--- config.mk ---
export PLATFORM = sky130hd
export DESIGN_NAME = parking_gate_ctrl
export DESIGN_NICKNAME = d
export VERILOG_FILES = /design/src/rtl/parking_gate_ctrl.sv
export SDC_FILE = /design/constraint.sdc
export NUM_CORES = 1
export LEC_CHECK = 0
export ABC_AREA = 0
export CAP_MARGIN = 10
export CORE_MARGIN = 2
export CORE_UTILIZATION = 52
export DETAILED_ROUTE_END_ITERATION = 12
export GPL_TIMING_DRIVEN = 0
export PLACE_DENSITY = 0.78
export SYNTH_ARGS = -nofsm -noshare
export SYNTH_HDL_FRONTEND = slang
export SYNTH_SLANG_ARGS = --single-unit
--- constraint.sdc ---
create_clock -name clk -period 2.25 [get_ports clk]
set_input_delay 0.675 -clock clk [delete_from_list [all_inputs] [get_ports clk]]
set_output_delay 0.675 -clock clk [all_outputs]
set_load 0.1 [all_outputs]
--- src/rtl/parking_gate_ctrl.sv ---
// Parking barrier controller: independent entry and exit gate FSMs
// with vacancy check, open timeout, commit events and sticky faults.
module parking_gate_ctrl #(
  parameter int OPEN_TIMEOUT = 64
) (
  input  logic clk,
  input  logic reset,
  input  logic entry_request,
  input  logic entry_is_uni,
  input  logic entry_passed,
  input  logic exit_request,
  input  logic exit_is_uni,
  input  logic exit_passed,
  input  logic uni_is_vacated_space,
  input  logic is_vacated_space,
  input  logic illegal_enter,
  input  logic illegal_exit,
  output logic car_entered,
  output logic is_uni_car_entered,
  output logic car_exited,
  output logic is_uni_car_exited,
  output logic entry_gate_open,
  output logic exit_gate_open,
  output logic entry_denied,
  output logic entry_timeout,
  output logic exit_timeout,
  output logic entry_fault,
  output logic exit_fault
);

  localparam logic [2:0] EN_IDLE   = 3'd0;
  localparam logic [2:0] EN_CHECK  = 3'd1;
  localparam logic [2:0] EN_OPEN   = 3'd2;
  localparam logic [2:0] EN_COMMIT = 3'd3;
  localparam logic [2:0] EN_SETTLE = 3'd4;
  localparam logic [2:0] EN_DENY   = 3'd5;

  localparam logic [1:0] EX_IDLE   = 2'd0;
  localparam logic [1:0] EX_OPEN   = 2'd1;
  localparam logic [1:0] EX_COMMIT = 2'd2;
  localparam logic [1:0] EX_SETTLE = 2'd3;

  localparam logic [7:0] TO_LAST = 8'(OPEN_TIMEOUT - 1);

  logic [2:0] en_state_q, en_state_d;
  logic       en_uni_q, en_uni_d;
  logic [7:0] en_cnt_q, en_cnt_d;
  logic       en_to_q, en_to_d;
  logic       en_fault_q, en_fault_d;

  logic [1:0] ex_state_q, ex_state_d;
  logic       ex_uni_q, ex_uni_d;
  logic [7:0] ex_cnt_q, ex_cnt_d;
  logic       ex_to_q, ex_to_d;
  logic       ex_fault_q, ex_fault_d;

  logic en_space;
  assign en_space = en_uni_q ? uni_is_vacated_space : is_vacated_space;

  always_comb begin
    en_state_d = en_state_q;
    en_uni_d   = en_uni_q;
    en_cnt_d   = en_cnt_q;
    en_to_d    = 1'b0;
    en_fault_d = en_fault_q;
    unique case (en_state_q)
      EN_IDLE: begin
        if (entry_request) begin
          en_uni_d   = entry_is_uni;
          en_state_d = EN_CHECK;
        end
      end
      EN_CHECK: begin
        en_cnt_d   = 8'd0;
        en_state_d = en_space ? EN_OPEN : EN_DENY;
      end
      EN_OPEN: begin
        // A pass on the last open cycle still wins over the timeout
        if (entry_passed) begin
          en_state_d = EN_COMMIT;
        end else if (en_cnt_q == TO_LAST) begin
          en_state_d = EN_IDLE;
          en_to_d    = 1'b1;
        end else begin
          en_cnt_d = en_cnt_q + 8'd1;
        end
      end
      EN_COMMIT: en_state_d = EN_SETTLE;
      EN_SETTLE: begin
        if (illegal_enter) en_fault_d = 1'b1;
        en_state_d = EN_IDLE;
      end
      EN_DENY: en_state_d = EN_IDLE;
      default: en_state_d = EN_IDLE;
    endcase
  end

  always_comb begin
    ex_state_d = ex_state_q;
    ex_uni_d   = ex_uni_q;
    ex_cnt_d   = ex_cnt_q;
    ex_to_d    = 1'b0;
    ex_fault_d = ex_fault_q;
    unique case (ex_state_q)
      EX_IDLE: begin
        if (exit_request) begin
          ex_uni_d   = exit_is_uni;
          ex_cnt_d   = 8'd0;
          ex_state_d = EX_OPEN;
        end
      end
      EX_OPEN: begin
        if (exit_passed) begin
          ex_state_d = EX_COMMIT;
        end else if (ex_cnt_q == TO_LAST) begin
          ex_state_d = EX_IDLE;
          ex_to_d    = 1'b1;
        end else begin
          ex_cnt_d = ex_cnt_q + 8'd1;
        end
      end
      EX_COMMIT: ex_state_d = EX_SETTLE;
      EX_SETTLE: begin
        if (illegal_exit) ex_fault_d = 1'b1;
        ex_state_d = EX_IDLE;
      end
      default: ex_state_d = EX_IDLE;
    endcase
  end

  always_ff @(posedge clk) begin
    if (reset) begin
      en_state_q <= EN_IDLE;
      en_uni_q   <= 1'b0;
      en_cnt_q   <= 8'd0;
      en_to_q    <= 1'b0;
      en_fault_q <= 1'b0;
      ex_state_q <= EX_IDLE;
      ex_uni_q   <= 1'b0;
      ex_cnt_q   <= 8'd0;
      ex_to_q    <= 1'b0;
      ex_fault_q <= 1'b0;
    end else begin
      en_state_q <= en_state_d;
      en_uni_q   <= en_uni_d;
      en_cnt_q   <= en_cnt_d;
      en_to_q    <= en_to_d;
      en_fault_q <= en_fault_d;
      ex_state_q <= ex_state_d;
      ex_uni_q   <= ex_uni_d;
      ex_cnt_q   <= ex_cnt_d;
      ex_to_q    <= ex_to_d;
      ex_fault_q <= ex_fault_d;
    end
  end

  assign entry_gate_open    = (en_state_q == EN_OPEN);
  assign car_entered        = (en_state_q == EN_COMMIT);
  assign is_uni_car_entered = car_entered & en_uni_q;
  assign entry_denied       = (en_state_q == EN_DENY);
  assign entry_timeout      = en_to_q;
  assign entry_fault        = en_fault_q;

  assign exit_gate_open     = (ex_state_q == EX_OPEN);
  assign car_exited         = (ex_state_q == EX_COMMIT);
  assign is_uni_car_exited  = car_exited & ex_uni_q;
  assign exit_timeout       = ex_to_q;
  assign exit_fault         = ex_fault_q;

endmodule

* After elaboration in Yosys (flattened, before gate mapping) *
Cells that the tools add are included.

operators by class
  $add $sub $neg = 2
  equality and inequality tests = 18
  multiplexer cells = 19
  bitwise logic cells = 4
  reductions and logical operators = 14

operator list
  cell                                                                      count
  8-bit 2-to-1 mux                                                          5
  8-bit case mux with 2 select lines                                        2
  8-bit by 1-bit adder with 8-bit output (second input constant)            2
  8-bit by 6-bit equality test with 1-bit output (second input constant)    2
  3-bit 2-to-1 mux                                                          4
  2-bit inequality test (second input constant)                             6
  3-bit case mux with 4 select lines                                        1
  2-bit AND reduction                                                       6
  2-bit case mux with 4 select lines                                        1
  3-bit by 2-bit equality test with 1-bit output (second input constant)    2
  3-bit equality test (second input constant)                               2
  2-bit 2-to-1 mux                                                          3
  3-bit by 2-bit inequality test with 1-bit output (second input constant)  2
  3-bit OR reduction                                                        2
  2-bit equality test (second input constant)                               2
  4-bit AND reduction                                                       1
  2-bit nonzero test                                                        2
  3-bit by 1-bit equality test with 1-bit output (second input constant)    1
  3-bit zero test                                                           1
  1-bit 2-to-1 mux                                                          3
  3-bit AND reduction                                                       1
  1-bit bitwise AND                                                         2
  2-bit by 1-bit equality test with 1-bit output (second input constant)    1
  2-bit zero test                                                           1
  1-bit NOT                                                                 2

word-level totals
  register bits = 27
  output and inout bits = 11

* Depth between registers and ports, before layout *
Gate-level depths: netlist of the first run.

  word-level depth = 4
  gate-level depth with buffers = 6
  depth with buffers taken out = 5

* Worst setup path after synthesis of the first run *
Ideal clock, no wire load.

  path type = flip-flop to output port
  start = register en_state_q[1]
  end = output port is_uni_car_entered
  arrival = 2.122 ns
  slack = -0.547 ns
  stages on the path, launching flop included = 6
  buffers on the path = 0
  path through = dfxtp_1 -> inv_1 -> nor2_1 -> nand2_1 -> inv_1 -> and2_1

between the ends
  word-level cells in the longest chain between the ends = 2

ends and longest elaborated chain
  what                                            line  source
  start: declaration                              45    logic [2:0] en_state_q, en_state_d;
  start signal: assignment                        144   en_state_q <= en_state_d;
  3-bit by 2-bit equality test with 1-bit output  158   assign car_entered = (en_state_q == EN_COMMIT);
  net car_entered                                 18    output logic car_entered,
  1-bit bitwise AND                               159   assign is_uni_car_entered = car_entered & en_uni_q;
  end: declaration                                19    output logic is_uni_car_entered,

The timed path passes the listed nets, and every way through them passes these cells.

* Worst setup path in the final report of the first run *
  start = register en_fault_q, in the netlist entry_fault
  end = output port entry_fault

RTL lines
  what                      line  source
  start: declaration        49    logic en_fault_q, en_fault_d;
  start signal: assignment  148   en_fault_q <= en_fault_d;
  end: declaration          27    output logic entry_fault,

No word-level cell between the ends.

==> flow_summary.yaml, run 1 <==
outcome:
  status: "complete, no violations"
grt:
  grt_first_pass_wirelength_um: 5582
  grt_use_total_pct: 21.69
  grt_max_degree: 15
  antenna_found_initial: 0
  overflow: 0
  grt_pass1_vias: 1310
placement:
  globalplace.congestion: 0.8707
  placedCellCount: 219
  hpwlAfterDp_um: 2402
  placed_area_mm2: 0.001705
  port_buffers: 22
clock_tree:
  cts.htree.levels: 1
  cts_tree: "built"
  cts.sinks: 27
  numCtsBuffers: 3
  hold_buffers: 0
  clkTransAtPathRegs_ps: 140
  post_cts_buffers: 0
  cts.path.max_buffers: 2
  ctsRootBufferMaster: "clkbuf_4"
  clk_latency_ps: 320
setup_path:
  cp_slowest_cell: "clkdlybuf4s15_1"
  max_stage_delay_ps: 830
  crit_chain: "clkdlybuf4s15_1"
  arrival_ps: 1520
  r2r_setup_slack_ps: 290
  path_max_fanout: 2
  cp.required_ps: 1570
  end_kind: "primary output"
  crit_family: "buffers and inverters"
  r2r_end: "en_cnt_q[5]"
  start_kind: "register"
  reg2reg_from: "en_cnt_q[0]"
  reg2reg_depth: 5
  path_buf_inv: 1
  path_class: "register to primary output"
timing:
  rsz0062_at_grt: "no"
  tightest_slew_ps: 963.5
  clock_skew_ps: 2.925
  fin_crit_sh_pct: 97.77
  hold_viol: 0
  whs_ps: 501.7
  clock.fmax_mhz: 454.6
  relSlewSlack_pct: 36.02
  setup_viol: 0
  final_max_slew_viol_count: 0
  finalCriticalPeriod_ps: 2200
routing:
  via_per_inst: 6.161
  wl_um: 3337
  drtPass1Iterations: 4
  wl_per_cell_um: 14.96
  ant_nets: 0
  num_vias: 1374
  drc: 0
  drt_iter0_markers: 74
die:
  initial_core_util_pct: 53.38
  core_area_mm2: 0.002686
  die_area_mm2: 0.003193
  chipWidth_um: 56.51
  rows: 19
  pin_count: 23
  die_h_um: 56.51
layout:
  regArea_um2: 544.3
  multi_input_area_um2: 839.6
  nFillCells: 254
  fin_area_mm2: 0.001724
  final_cell_mix: "26 x dfxtp_1, 15 x nor2_1, 15 x nand2_1"
  fin_util_pct: 64.18
  drive_gt1_share_pct: 15.10
  area_delta_synth_final_pct: 20.24
  fin_nets: 207
  diodes: 0
  instances_no_fill: 223
  layout_commonest_cell: "dfxtp_1"
hold_path:
  hold_start: "ex_uni_q"
  min_path_cells: 2
  holdCritPathClass: "register to register"
  holdPathEnd: "ex_uni_q"
yosys:
  yosys.area.top_type: "dfxtp_1"
  ys_async_sr_fraction_pct: 0
  synthDistinctLibCells: 53
  syn_area_mm2: 0.001434
  syn_inst: 166
  syn_nets: 180
  synth_edf_count: 0
  yosys_most_used_dff: "dfxtp_1"
  yosys_register_bits: 27
  synth.top_cells.by_area: "dfxtp_1 38%, a21oi_1 4.5%, nand2_1 3.9%"
  synth_warnings: 0
  synth_top_area_share_pct: 37.70
  syn_area_per_cell_um2: 8.638
  ys_seq_area_share_pct: 37.70
power_and_ir_drop:
  leakagePower_nw: 0.5967
  total_power_mw: 0.9409
  power.density_mw_per_mm2: 545.7
  ir_drop_uv: 485.2
run:
  max-cap-violations: 0
==> Yosys cell counts, types with 2 or more instances <==
master	count
mux2i_1	3
and3_1	3
nor2b_1	2
nand2_1	15
nand2b_1	3
clkbuf_1	3
buf_2	2
o31ai_1	2
a31oi_1	4
a311oi_1	4
or3b_1	2
and2_1	3
nand3_1	11
dfxtp_1	27
o311ai_0	2
a21oi_1	13
o21ai_0	4
a41oi_1	2
inv_1	6
nand4b_1	3
nor2_1	15
ha_1	2
a211oi_1	2
nor3_1	4
==> power breakdown <==
part	internal (mW)	switching, mW
Clock	0.0694	0.142
Sequential	0.494	0.0120
Combinational	0.0779	0.146
Total	0.641	0.300
==> layer usage <==
| layer | global-route usage (%) | vias up | part of all wire [%] |
|---|---|---|---|
| li1 | - | 676 | - |
| met5 | 0 | - | 0 |
| met1 | 28.28 | 655 | 45 |
| met4 | 8.844 | 0 | 0.51 |
| met3 | 2.765 | 2 | 5.2 |
| met2 | 36.05 | 41 | 50 |
==> repair_timing <==
action,4_1_cts,5_1_grt
cloned,0,0
endpoints found under the hold margin,0,0
gates resized for setup,43,8
endpoints found under the setup margin,11,6
==> layout make-up <==
class	instances	share of cell area (%)
well taps	31	2.250
clock buffers	4	1.524
plain buffers	8	2.540
repair buffers	22	12.12
flip-flops and latches	27	31.57
multi-input cells	125	48.69
inverters	6	1.306
==> worst max path at each step <==
stage                              end  slack, ps  cells past startpoint           from
CTS                        entry_fault          3                      1    entry_fault
floorplan           is_uni_car_entered       -300                      5  en_state_q[1]
global placement    is_uni_car_entered       -510                      6  en_state_q[1]
finish                     entry_fault         50                      1    entry_fault
global route        is_uni_car_entered          5                      6  en_state_q[2]
detailed placement  is_uni_car_entered       -490                      6  en_state_q[1]
==> flip-flops by register name, indices dropped and copies added, names as in the netlist, named ones only <==
register and cells:
en_cnt_q 8, exit_fault 1, ex_state_q 1, exit_timeout 1
ex_cnt_q 8, en_state_q 3, ex_uni_q 1, entry_timeout 1
entry_fault 1, en_uni_q 1
==> worst min-delay path: cells and delay by family (launching register included) <==
kind / cells / cell delay, ps
DFF: 1 / 350
and+or+nand+nor: 1 / 70
muxes: 1 / 60
==> kinds of logic after synthesis <==
group | after synthesis | share of synthesized area [%]
compound gates | 46 | 24.43
fa+ha+maj | 2 | 1.745
buf+inv | 14 | 4.625
flops | 27 | 37.70
mux | 4 | 2.880
simple gates | 73 | 28.62
==> per-stage QoR <==
stage	setup slack (ps)	TNS, ps
floorplan	-302.8	-302.8
global placement	-505.1	-2962
detailed placement	-491.7	-3577
CTS	2.910	0
global route	4.505	0
finish	50.20	0
Power figures use the tool's default switching activity.
==> run 2: changes to the inputs <==
SKIP_LAST_GASP = 1   (was default)
==> run 2 against run 1 <==
Effect of this change: clock skew is 1.6 ps lower; critical path depth stayed put; first-iteration DRC count is 8.1% lower; routed wire length is 0.33% lower; worst hold slack hardly changed; cell area is 0.65% lower; critical path type unchanged.
==> flow_summary.yaml, run 2 (same netlist as run 1, synthesis figures left out) <==
die:
  die_area_mm2: 0.003193
  die_h_um: 56.51
  chipWidth_um: 56.51
  rows: 19
  pin_count: 23
  core_area_mm2: 0.002686
  initial_core_util_pct: 53.38
routing:
  drtPass1Iterations: 4
  drt_iter0_markers: 68
  drc: 0
  wl_um: 3326
  via_per_inst: 6.152
  wl_per_cell_um: 14.91
  ant_nets: 0
  num_vias: 1372
clock_tree:
  cts.htree.levels: 1
  cts_tree: "built"
  cts.sinks: 27
  clkTransAtPathRegs_ps: 140
  ctsRootBufferMaster: "clkbuf_4"
  clk_latency_ps: 320
  cts.path.max_buffers: 2
  numCtsBuffers: 3
  post_cts_buffers: 0
setup_path:
  cp.required_ps: 1570
  start_kind: "register"
  crit_chain: "clkdlybuf4s15_1"
  path_class: "register to primary output"
  end_kind: "primary output"
  arrival_ps: 1530
  path_max_fanout: 2
  cp_slowest_cell: "clkdlybuf4s15_1"
  max_stage_delay_ps: 830
  crit_family: "buffers and inverters"
  path_buf_inv: 1
run:
  max-cap-violations: 0
layout:
  top_regs: "en_cnt_q x8, ex_cnt_q x8, en_state_q x3"
  drive_gt1_share_pct: 15.10
  area_delta_synth_final_pct: 19.46
  diodes: 0
  fin_nets: 207
  nFillCells: 255
  instances_no_fill: 223
  layout_commonest_cell: "dfxtp_1"
  final_cell_mix: "26 x dfxtp_1, 15 x nor2_1, 15 x nand2_1"
timing:
  hold_viol: 0
  finalCriticalPeriod_ps: 2201
  tightest_slew_ps: 965.2
  relSlewSlack_pct: 35.90
  fin_crit_sh_pct: 97.82
  setup_viol: 0
  rsz0062_at_grt: "yes"
  setup_ws_ps: 48.98
  clock_skew_ps: 1.285
  final_max_slew_viol_count: 0
  clock.fmax_mhz: 454.3
outcome:
  status: "complete, no violations"
grt:
  antenna_found_initial: 0
  overflow: 0
  grt_max_degree: 15
  grt_pass1_vias: 1304
  grt_first_pass_wirelength_um: 5568
  grt_use_total_pct: 21.65
power_and_ir_drop:
  power.density_mw_per_mm2: 548.9
  ir_drop_uv: 483.0
  leakagePower_nw: 0.5944
  total_power_mw: 0.9402
placement:
  pre_cts_ws_ps: -491.7
  placedCellCount: 219
  hpwlAfterDp_um: 2402
  port_buffers: 22
  globalplace.congestion: 0.8707
hold_path:
  holdCritPathClass: "register to register"
## run 2: worst paths after layout
check,startpoint,end,slack (ps),cells past startpoint
setup / recovery,entry_fault,entry_fault,50,1
setup reg to reg,en_cnt_q[0],en_cnt_q[5],290,5
hold reg to reg,ex_uni_q,ex_uni_q,500,2
hold / removal,ex_uni_q,ex_uni_q,500,2
## run 2: layer usage
| metal | global-route usage, % | share of wire, % |
|---|---|---|
| met5 | 0 | 0 |
| met4 | 8.844 | 0.93 |
| met1 | 28.14 | 46 |
| met3 | 2.765 | 4.4 |
| met2 | 36.05 | 49 |
## run 2: timing repair
action / in CTS / in global routing
hold buffers: 0 / 0
hold endpoints to repair: 0 / 0
resized for setup: 41 / 8
endpoints found under the setup margin: 11 / 6
## run 2: where the power goes
| group | total (mW) | internal, mW | switching (mW) |
|---|---|---|---|
| combinational | 0.222 | 0.0776 | 0.145 |
| clock | 0.212 | 0.0694 | 0.143 |
| sequential | 0.506 | 0.494 | 0.0119 |
| total | 0.940 | 0.641 | 0.299 |
## run 2: final cells by class
class | count | area (um^2) | share of cell area (%)
Sequential cell | 27 | 541.8 | 31.63
Buffer | 8 | 43.79 | 2.557
Inverter | 6 | 22.52 | 1.315
Clock buffer | 4 | 26.28 | 1.534
Timing Repair Buffer | 22 | 200.2 | 11.69
Tap cell | 31 | 38.79 | 2.264
Multi-Input combinational cell | 125 | 839.6 | 49.01
## run 2: stage by stage
| step | hold slack [ps] | setup TNS, ps | area [um^2] | util, % |
|---|---|---|---|---|
| 2_1_floorplan | 454.7 | -302.8 | 1446 | - |
| 3_3_place_gp | 457.6 | -2962 | 1705 | 63.48 |
| 3_5_place_dp | 477.3 | -3577 | 1705 | 63.48 |
| 4_1_cts | 510.5 | -180.5 | 1704 | 63.44 |
| 5_1_grt | 535.6 | -35.18 | 1713 | 63.76 |
| 6_report | 501.6 | 0 | 1713 | 63.76 |
==> run 3: changes to the inputs <==
CTS_CLUSTER_DIAMETER = 200   (was default)
SKIP_LAST_GASP = default   (was 1)
==> results of run 3 <==
No change in the layout: final DEF, timing and power equal those of run 1.
